`config.mk`:
```
export PLATFORM = sky130hd
export DESIGN_NAME = ballot_session_ctrl_flat
export DESIGN_NICKNAME = d
export VERILOG_FILES = /design/src/rtl/ballot_session_ctrl_if.sv /design/src/rtl/ballot_session_ctrl.sv /design/src/flat_wrapper.sv
export SDC_FILE = /design/constraint.sdc
export NUM_CORES = 1
export LEC_CHECK = 0
export BUFFER_PORTS_ARGS = -buffer_cell sky130_fd_sc_hd__clkbuf_2
export CORE_UTILIZATION = 50
export DETAILED_ROUTE_END_ITERATION = 6
export PLACE_DENSITY = 0.85
export SYNTH_ARGS = -nofsm -noshare
export SYNTH_HDL_FRONTEND = slang
export SYNTH_SLANG_ARGS = --single-unit
```
`constraint.sdc`:
```
create_clock -name Clk2 -period 2.1 [get_ports Clk2]
set_input_delay 0.315 -clock Clk2 [delete_from_list [all_inputs] [get_ports Clk2]]
set_output_delay 0.315 -clock Clk2 [all_outputs]
set_load 0.02 [all_outputs]
```
`src/rtl/ballot_session_ctrl_if.sv`:
```
// Signal bundle between the ballot session controller and the voting unit.
// Inputs are levels sampled on Clk2; tally_inc, mark_voted and timeout_pulse are one-cycle strobes.
`timescale 1ns/1ps
interface ballot_session_ctrl_if;
    logic       mode;
    logic       enter;
    logic [5:0] uid;
    logic       voter_ok;
    logic       already_voted;
    logic [3:0] cand_req;
    logic [3:0] tally_inc;
    logic       mark_voted;
    logic [5:0] mark_uid;
    logic [7:0] vvpat_code;
    logic       busy;
    logic       armed_led;
    logic       reject_led;
    logic       timeout_pulse;
    logic [2:0] state;
    logic [7:0] sessions_done;

    modport slave (
        input  mode, enter, uid, voter_ok, already_voted, cand_req,
        output tally_inc, mark_voted, mark_uid, vvpat_code, busy,
               armed_led, reject_led, timeout_pulse, state, sessions_done
    );

    modport master (
        output mode, enter, uid, voter_ok, already_voted, cand_req,
        input  tally_inc, mark_voted, mark_uid, vvpat_code, busy,
               armed_led, reject_led, timeout_pulse, state, sessions_done
    );
endinterface

```
`src/rtl/ballot_session_ctrl.sv`:
```
// Voting-session sequencer: verifies a voter, accepts one candidate choice,
// strobes the tally and voted-flag, then shows the VVPAT code for a fixed hold.
`timescale 1ns/1ps
module ballot_session_ctrl #(
    parameter logic [3:0] ARM_TIMEOUT = 4'd15,
    parameter logic [3:0] VVPAT_HOLD  = 4'd7,
    parameter logic [3:0] REJECT_HOLD = 4'd3
) (
    input  logic                  Clk2,
    input  logic                  reset,
    ballot_session_ctrl_if.slave  bus
);
    typedef enum logic [2:0] {
        IDLE   = 3'd0,
        CHECK  = 3'd1,
        ARMED  = 3'd2,
        COMMIT = 3'd3,
        VVPAT  = 3'd4,
        REJECT = 3'd5
    } state_t;

    state_t     state_r;
    logic [3:0] timer;
    logic [5:0] uid_q;
    logic [3:0] cand_q;
    logic       enter_q;
    logic [3:0] tally_inc_r;
    logic       mark_voted_r;
    logic [7:0] vvpat_code_r;
    logic       timeout_pulse_r;
    logic [7:0] sessions_done_r;
    logic       enter_rise;

    assign enter_rise = bus.enter & ~enter_q;

    function automatic logic [7:0] vvpat_of(input logic [3:0] c);
        case (c)
            4'b0001: vvpat_of = 8'h01;
            4'b0010: vvpat_of = 8'h02;
            4'b0100: vvpat_of = 8'h03;
            4'b1000: vvpat_of = 8'h04;
            default: vvpat_of = 8'h00;
        endcase
    endfunction

    always_ff @(posedge Clk2 or posedge reset) begin
        if (reset) begin
            state_r         <= IDLE;
            timer           <= 4'd0;
            uid_q           <= 6'd0;
            cand_q          <= 4'd0;
            enter_q         <= 1'b0;
            tally_inc_r     <= 4'd0;
            mark_voted_r    <= 1'b0;
            vvpat_code_r    <= 8'h00;
            timeout_pulse_r <= 1'b0;
            sessions_done_r <= 8'd0;
        end else begin
            enter_q         <= bus.enter;
            tally_inc_r     <= 4'd0;
            mark_voted_r    <= 1'b0;
            timeout_pulse_r <= 1'b0;
            case (state_r)
                IDLE: begin
                    if (bus.mode && enter_rise) begin
                        uid_q   <= bus.uid;
                        state_r <= CHECK;
                    end
                end
                CHECK: begin
                    if (!bus.mode) begin
                        state_r <= IDLE;
                    end else if (bus.voter_ok && !bus.already_voted) begin
                        state_r <= ARMED;
                        timer   <= ARM_TIMEOUT;
                    end else begin
                        state_r <= REJECT;
                        timer   <= REJECT_HOLD;
                    end
                end
                ARMED: begin
                    // Mode drop wins over everything; a valid choice wins over the timeout.
                    if (!bus.mode) begin
                        state_r <= IDLE;
                    end else if ($onehot(bus.cand_req)) begin
                        cand_q       <= bus.cand_req;
                        tally_inc_r  <= bus.cand_req;
                        mark_voted_r <= 1'b1;
                        state_r      <= COMMIT;
                    end else if (timer == 4'd0) begin
                        timeout_pulse_r <= 1'b1;
                        state_r         <= IDLE;
                    end else begin
                        timer <= timer - 4'd1;
                    end
                end
                COMMIT: begin
                    if (sessions_done_r != 8'hFF) begin
                        sessions_done_r <= sessions_done_r + 8'd1;
                    end
                    vvpat_code_r <= vvpat_of(cand_q);
                    timer        <= VVPAT_HOLD;
                    state_r      <= VVPAT;
                end
                VVPAT: begin
                    if (timer == 4'd0) begin
                        vvpat_code_r <= 8'h00;
                        state_r      <= IDLE;
                    end else begin
                        timer <= timer - 4'd1;
                    end
                end
                REJECT: begin
                    if (!bus.mode || timer == 4'd0) begin
                        state_r <= IDLE;
                    end else begin
                        timer <= timer - 4'd1;
                    end
                end
                default: begin
                    vvpat_code_r <= 8'h00;
                    state_r      <= IDLE;
                end
            endcase
        end
    end

    assign bus.tally_inc     = tally_inc_r;
    assign bus.mark_voted    = mark_voted_r;
    assign bus.mark_uid      = uid_q;
    assign bus.vvpat_code    = vvpat_code_r;
    assign bus.timeout_pulse = timeout_pulse_r;
    assign bus.sessions_done = sessions_done_r;
    assign bus.state         = state_r;
    assign bus.busy          = (state_r != IDLE);
    assign bus.armed_led     = (state_r == ARMED);
    assign bus.reject_led    = (state_r == REJECT);
endmodule

```
`src/flat_wrapper.sv`:
```
// flat-port wrapper written by rule: the top's interface ports become plain ports
module ballot_session_ctrl_flat 
#(
    parameter logic [3:0] ARM_TIMEOUT = 4'd15,
    parameter logic [3:0] VVPAT_HOLD  = 4'd7,
    parameter logic [3:0] REJECT_HOLD = 4'd3
)
  (Clk2, reset, bus_mode, bus_enter, bus_uid, bus_voter_ok, bus_already_voted, bus_cand_req, bus_tally_inc, bus_mark_voted, bus_mark_uid, bus_vvpat_code, bus_busy, bus_armed_led, bus_reject_led, bus_timeout_pulse, bus_state, bus_sessions_done);
  ballot_session_ctrl_if bus_i ();
  input  logic Clk2;
  input  logic reset;
  input wire logic [$bits(bus_i.mode)-1:0] bus_mode;
  input wire logic [$bits(bus_i.enter)-1:0] bus_enter;
  input wire logic [$bits(bus_i.uid)-1:0] bus_uid;
  input wire logic [$bits(bus_i.voter_ok)-1:0] bus_voter_ok;
  input wire logic [$bits(bus_i.already_voted)-1:0] bus_already_voted;
  input wire logic [$bits(bus_i.cand_req)-1:0] bus_cand_req;
  output wire logic [$bits(bus_i.tally_inc)-1:0] bus_tally_inc;
  output wire logic [$bits(bus_i.mark_voted)-1:0] bus_mark_voted;
  output wire logic [$bits(bus_i.mark_uid)-1:0] bus_mark_uid;
  output wire logic [$bits(bus_i.vvpat_code)-1:0] bus_vvpat_code;
  output wire logic [$bits(bus_i.busy)-1:0] bus_busy;
  output wire logic [$bits(bus_i.armed_led)-1:0] bus_armed_led;
  output wire logic [$bits(bus_i.reject_led)-1:0] bus_reject_led;
  output wire logic [$bits(bus_i.timeout_pulse)-1:0] bus_timeout_pulse;
  output wire logic [$bits(bus_i.state)-1:0] bus_state;
  output wire logic [$bits(bus_i.sessions_done)-1:0] bus_sessions_done;
  assign bus_i.mode = bus_mode;
  assign bus_i.enter = bus_enter;
  assign bus_i.uid = bus_uid;
  assign bus_i.voter_ok = bus_voter_ok;
  assign bus_i.already_voted = bus_already_voted;
  assign bus_i.cand_req = bus_cand_req;
  assign bus_tally_inc = bus_i.tally_inc;
  assign bus_mark_voted = bus_i.mark_voted;
  assign bus_mark_uid = bus_i.mark_uid;
  assign bus_vvpat_code = bus_i.vvpat_code;
  assign bus_busy = bus_i.busy;
  assign bus_armed_led = bus_i.armed_led;
  assign bus_reject_led = bus_i.reject_led;
  assign bus_timeout_pulse = bus_i.timeout_pulse;
  assign bus_state = bus_i.state;
  assign bus_sessions_done = bus_i.sessions_done;
  ballot_session_ctrl #(.ARM_TIMEOUT(ARM_TIMEOUT), .VVPAT_HOLD(VVPAT_HOLD), .REJECT_HOLD(REJECT_HOLD)) u_core (.Clk2(Clk2), .reset(reset), .bus(bus_i));
endmodule
```
After elaboration in Yosys (flattened, before gate mapping)
Index checks and enable logic that the tools add are counted.
- output and inout bits: 34
- bits in registers: 40
- equal/unequal tests: 18
- bitwise logic cells: 3
- add/sub/neg operators: 5
- mux-type cells: 28
- reduce and logical (&&, ||, !) cells: 16
- operators with widths (kind ; number):
    2-to-1 mux 4 bit ; 9
    one-hot mux 8 bit (3 select lines) ; 1
    2-to-1 mux 3 bit ; 7
    one-hot mux 4 bit (5 select lines) ; 1
    one-hot mux 3 bit (6 select lines) ; 1
    one-hot mux 3 bit (4 select lines) ; 1
    adder 8 x 1 -> 8 bit, second input constant ; 1
    2-to-1 mux 8 bit ; 1
    inequality test 2 bit, second input constant ; 4
    inequality test 8 bit, second input constant ; 1
    AND reduction 2 bit ; 4
    2-to-1 mux 1 bit ; 7
    equality test 3 x 1 -> 1 bit, second input constant ; 2
    equality test 3 x 2 -> 1 bit, second input constant ; 2
    equality test 3 bit, second input constant ; 2
    inequality test 2 x 1 -> 1 bit, second input constant ; 3
    AND reduction 5 bit ; 1
    nonzero test 5 bit ; 1
    adder 1 x 1 -> 2 bit ; 2
    equality test 4 x 1 -> 1 bit, second input constant ; 1
    equality test 4 x 2 -> 1 bit, second input constant ; 1
    equality test 4 x 3 -> 1 bit, second input constant ; 1
    equality test 4 bit, second input constant ; 1
    zero test 4 bit ; 1
    other kinds (11) ; 14

Longest topological paths before layout
- word-level depth: 6
- depth in mapped cells: 7
- depth with buffers taken out: 7

Least setup slack after synthesis
OpenSTA, ideal clock, no wires.
- path type: input to register
- start point: input port bus_cand_req[0]
- end point: register u_core.timer[0]
- library setup time: 0.128 ns
- path slack: -0.504 ns
- buffers on the path: 0
- arrival: 2.477 ns
- cell stages on the path: 7
- data required time: 1.972 ns
- cell sequence: ha_1 > ha_1 > fa_1 > or3b_4 > a222oi_1 > nor2_2 > mux2_1
- word-level cells in the longest chain between the ends: 5
- RTL lines (item ; line ; text):
    start: declaration ; flat_wrapper.sv:17 ; input wire logic [$bits(bus_i.cand_req)-1:0] bus_cand_req;
    adder 1 x 1 -> 2 bit (implied by the code) ; ballot_session_ctrl.sv:85 ; end else if ($onehot(bus.cand_req)) begin
    adder 3 bit (implied by the code) ; ballot_session_ctrl.sv:85 ;
    equality test 3 x 1 -> 1 bit ; ballot_session_ctrl.sv:85 ;
    inequality test 2 bit (no line) ; n/a ;
    AND reduction 5 bit (no line) ; n/a ;
    end signal: assignment ; ballot_session_ctrl.sv:94 ; timer <= timer - 4'd1;
    end signal: assignment ; ballot_session_ctrl.sv:110 ; timer <= timer - 4'd1;
    end signal: assignment ; ballot_session_ctrl.sv:117 ; timer <= timer - 4'd1;
    end: declaration ; ballot_session_ctrl.sv:23 ; logic [3:0] timer;
No other way between the ends.
A chain may end at the register's enable or synchronous reset.

Final worst setup path
- start point: input port bus_cand_req[2]
- end point: register u_core.timer[3]
The elaborated chain is that of the path after synthesis.

==> results.cfg <==
[sta]
report.final.slew_viol_count = 0
clock_skew_ns = 0.00459
period_share = 1.05
finalHoldViolations = 0
final-setup-viol-count = 7
grt_setup_unrepaired = true
period_minus_slack_ns = 2.20
fmax_ghz = 0.454
tns_ns = -0.276
setup_ws_ns = -0.100

[floorplanning]
die_h_um = 61.2
io_pins = 50
die_area_um2 = 3750
die_x_um = 61.2
row_count = 21
start_util = 0.525
design.core.area_um2 = 3340

[cts]
clk_transition_reported_paths_ns = 0.11
htreeDepth = 2
cts_sinks = 35
root_buffer = clkbuf_4
cts_buffer_depth = 2
insertion_delay_ns = 0.35
tritoncts = done
cts_buffers = 5

[drt]
viasPerCell = 5.27
ant_nets = 0
num_vias = 1349
drt_wl_total_um = 3530
drc_errors = 0
wl_per_cell_um = 13.8
first_pass_iters = 4
drt_iter0_markers = 62

[setup_path]
cp.required_ns = 2.34
crit_buf_inv = 1
r2r-start = u_core.timer[0]$_DFFE_PP0P_
crit_chain = buf_8 > ha_4 > ha_4 > fa_1 > or3b_4 > a222oi_1 > nor2_2 > mux2_4
critical_path.max_stage_delay_ns = 0.44
end_kind = flop
slowest_stage = fa_1
reg2reg_slack_ns = 0.04
r2r_cells = 6
cp-start-kind = primary input
critPathKind = in -> reg
crit_arrival_ns = 2.44
critical-path-top-delay-family = adder cells
cp_common_cell = ha_4
cp_max_fo = 3
r2r_end = u_core.timer[3]$_DFFE_PP0P_

[placement]
finalWeightedCongestion = 0.786
io_buffers = 44
dp_hpwl_um = 2510

[synthesis]
synth_edf_count = 0
ys_warn_count = 0
netlist_area_um2 = 1750
synth.most_common_cell = dfrtp_1
synth_cell_types = 47
synth_flop_cell = dfrtp_1
synth_area_leaders = dfrtp_1, mux2_2, ha_1
yosys.area.top_type_share = 0.500
synth_seq_area_share = 0.500
synth_seq_cells = 35
synthTopCellsByCount = dfrtp_1, mux2_2, nand2_1
async_reset_ff_frac = 1.00
syn_inst = 152
synth_area_leader_cell = dfrtp_1
syn_area_per_cell_um2 = 11.5

[power]
ir_drop_v = 0.000482
power.leakage_nw = 1.10
power_density_nw_per_um2 = 986

[global_route]
antenna_found_initial = 0
track_usage = 0.215
grt_busiest_layer = met2
grt_pass1_wl_um = 5690
grt_pass1_vias = 1295
use_met1 = 0.245
met2_usage = 0.374
grt_max_degree = 36
met3_usage = 0.0630
grt.overflow.total = 0

[layout]
synthToLayoutAreaGrowth_pct = 25.9
drive_gt1_frac = 0.410
fin_util = 0.661
n_antenna_cell = 0
fin_nets = 232

[run]
maxCapViolations = 0

[outcome]
status = finished, violations left
violations = negative setup slack

[worst_hold_path]
hold_path.class = in -> async
[power by group]
group          internal [mW]  switching [mW]  leakage, nW
clock                  0.129           0.227       0.0282
combinational          0.400           0.443        0.614
sequential             0.813           0.166        0.459
total                   1.34           0.835         1.10
[tightest hold or removal path: stages]
cell and delay (ns):
clkbuf_2 0.08, inv_1 0.04, buf_4 0.36
[cell usage in the layout (no fill, tap or decap), types with 2 or more instances in the layout]
master	Yosys	final
buf_4	6	10
ha_1	6	3
nand3_1	3	3
nand2_1	9	9
conb_1	1	5
ha_4	0	3
nor3_1	5	5
nor2b_1	2	2
nand3b_1	2	2
mux2_4	0	2
and2_1	5	5
nand2b_1	2	2
clkbuf_2	0	40
nor2_2	3	2
xnor2_1	6	6
mux2_2	11	11
a31oi_1	2	2
clkbuf_4	0	5
buf_8	0	2
a21oi_1	4	4
inv_1	8	8
a32o_1	3	3
buf_6	1	3
nor2_1	4	4
o41ai_1	2	2
dfrtp_1	35	35
xor2_1	5	5
[worst max-delay path by stage]
| stage | depth (start not counted) | slack [ns] | end | from |
|---|---|---|---|---|
| finish | 8 | -0.10 | u_core.timer[3]$_DFFE_PP0P_ | bus_cand_req[2] |
| global route | 8 | -0.15 | u_core.timer[3]$_DFFE_PP0P_ | bus_cand_req[2] |
| CTS | 8 | -0.13 | u_core.timer[3]$_DFFE_PP0P_ | bus_cand_req[2] |
| detailed placement | 8 | -0.55 | u_core.timer[3]$_DFFE_PP0P_ | bus_cand_req[0] |
| global placement | 8 | -0.49 | u_core.timer[3]$_DFFE_PP0P_ | bus_cand_req[2] |
| floorplan | 7 | -0.40 | u_core.timer[0]$_DFFE_PP0P_ | bus_cand_req[2] |
[through the flow]
stage	std cells	worst slack, ns	hold slack (ns)	power (mW)	area, µm²
after detailed placement	245	-0.551	0.415	1.79	2080
after global routing	256	-0.146	0.0560	2.32	2210
after CTS	254	-0.131	0.0333	2.16	2180
final	256	-0.100	0.0121	2.18	2210
after global placement	245	-0.494	0.415	1.76	2080
after floorplan	156	-0.400	0.346	1.55	1810
[repair_timing]
item | CTS | global route
setup endpoints to repair | 8 | 8
pin swaps | 2 | 0
cloned | 0 | 0
hold buffers | 0 | 0
resized for setup | 5 | 8
setup buffers | 1 | 2
[layer usage]
layer / share of wire / up-vias
met3: 0.060 / 7
met1: 0.43 / 643
met4: 0.017 / 0
met2: 0.50 / 55
li1: - / 644
met5: 0 / -
[state kept, by name, indices dropped and copies added (netlist names), 3 cells and up]
name / cells
u_core.timer: 4
u_core.bus.tally_inc: 4
u_core.cand_q: 4
u_core.bus.state: 3
u_core.bus.vvpat_code: 3
u_core.bus.sessions_done: 8
u_core.bus.mark_uid: 6
[kinds of logic (layout without fill, tap and decap cells)]
kind of cell | Yosys count | after routing | synth area share
AOI/OAI and AO/OA | 21 | 21 | 0.0921
xor gates and xnor gates | 11 | 11 | 0.0550
adders and majority gates | 7 | 7 | 0.0542
buffers and inverters | 17 | 71 | 0.0550
DFF | 35 | 35 | 0.500
muxes | 13 | 13 | 0.0835
other | 1 | 5 | 0.00214
and+or+nand+nor | 47 | 47 | 0.158
[layout make-up]
cell class | instances | area [µm²]
clock buffers | 6 | 41.3
clock inverters | 2 | 12.5
fillers | 277 | 1130
inverters | 8 | 30.0
multi-input cells | 104 | 851
flip-flops and latches | 35 | 876
well taps | 46 | 57.6
repair buffers | 55 | 339
Note: power is estimated with default switching activity, not from simulation.
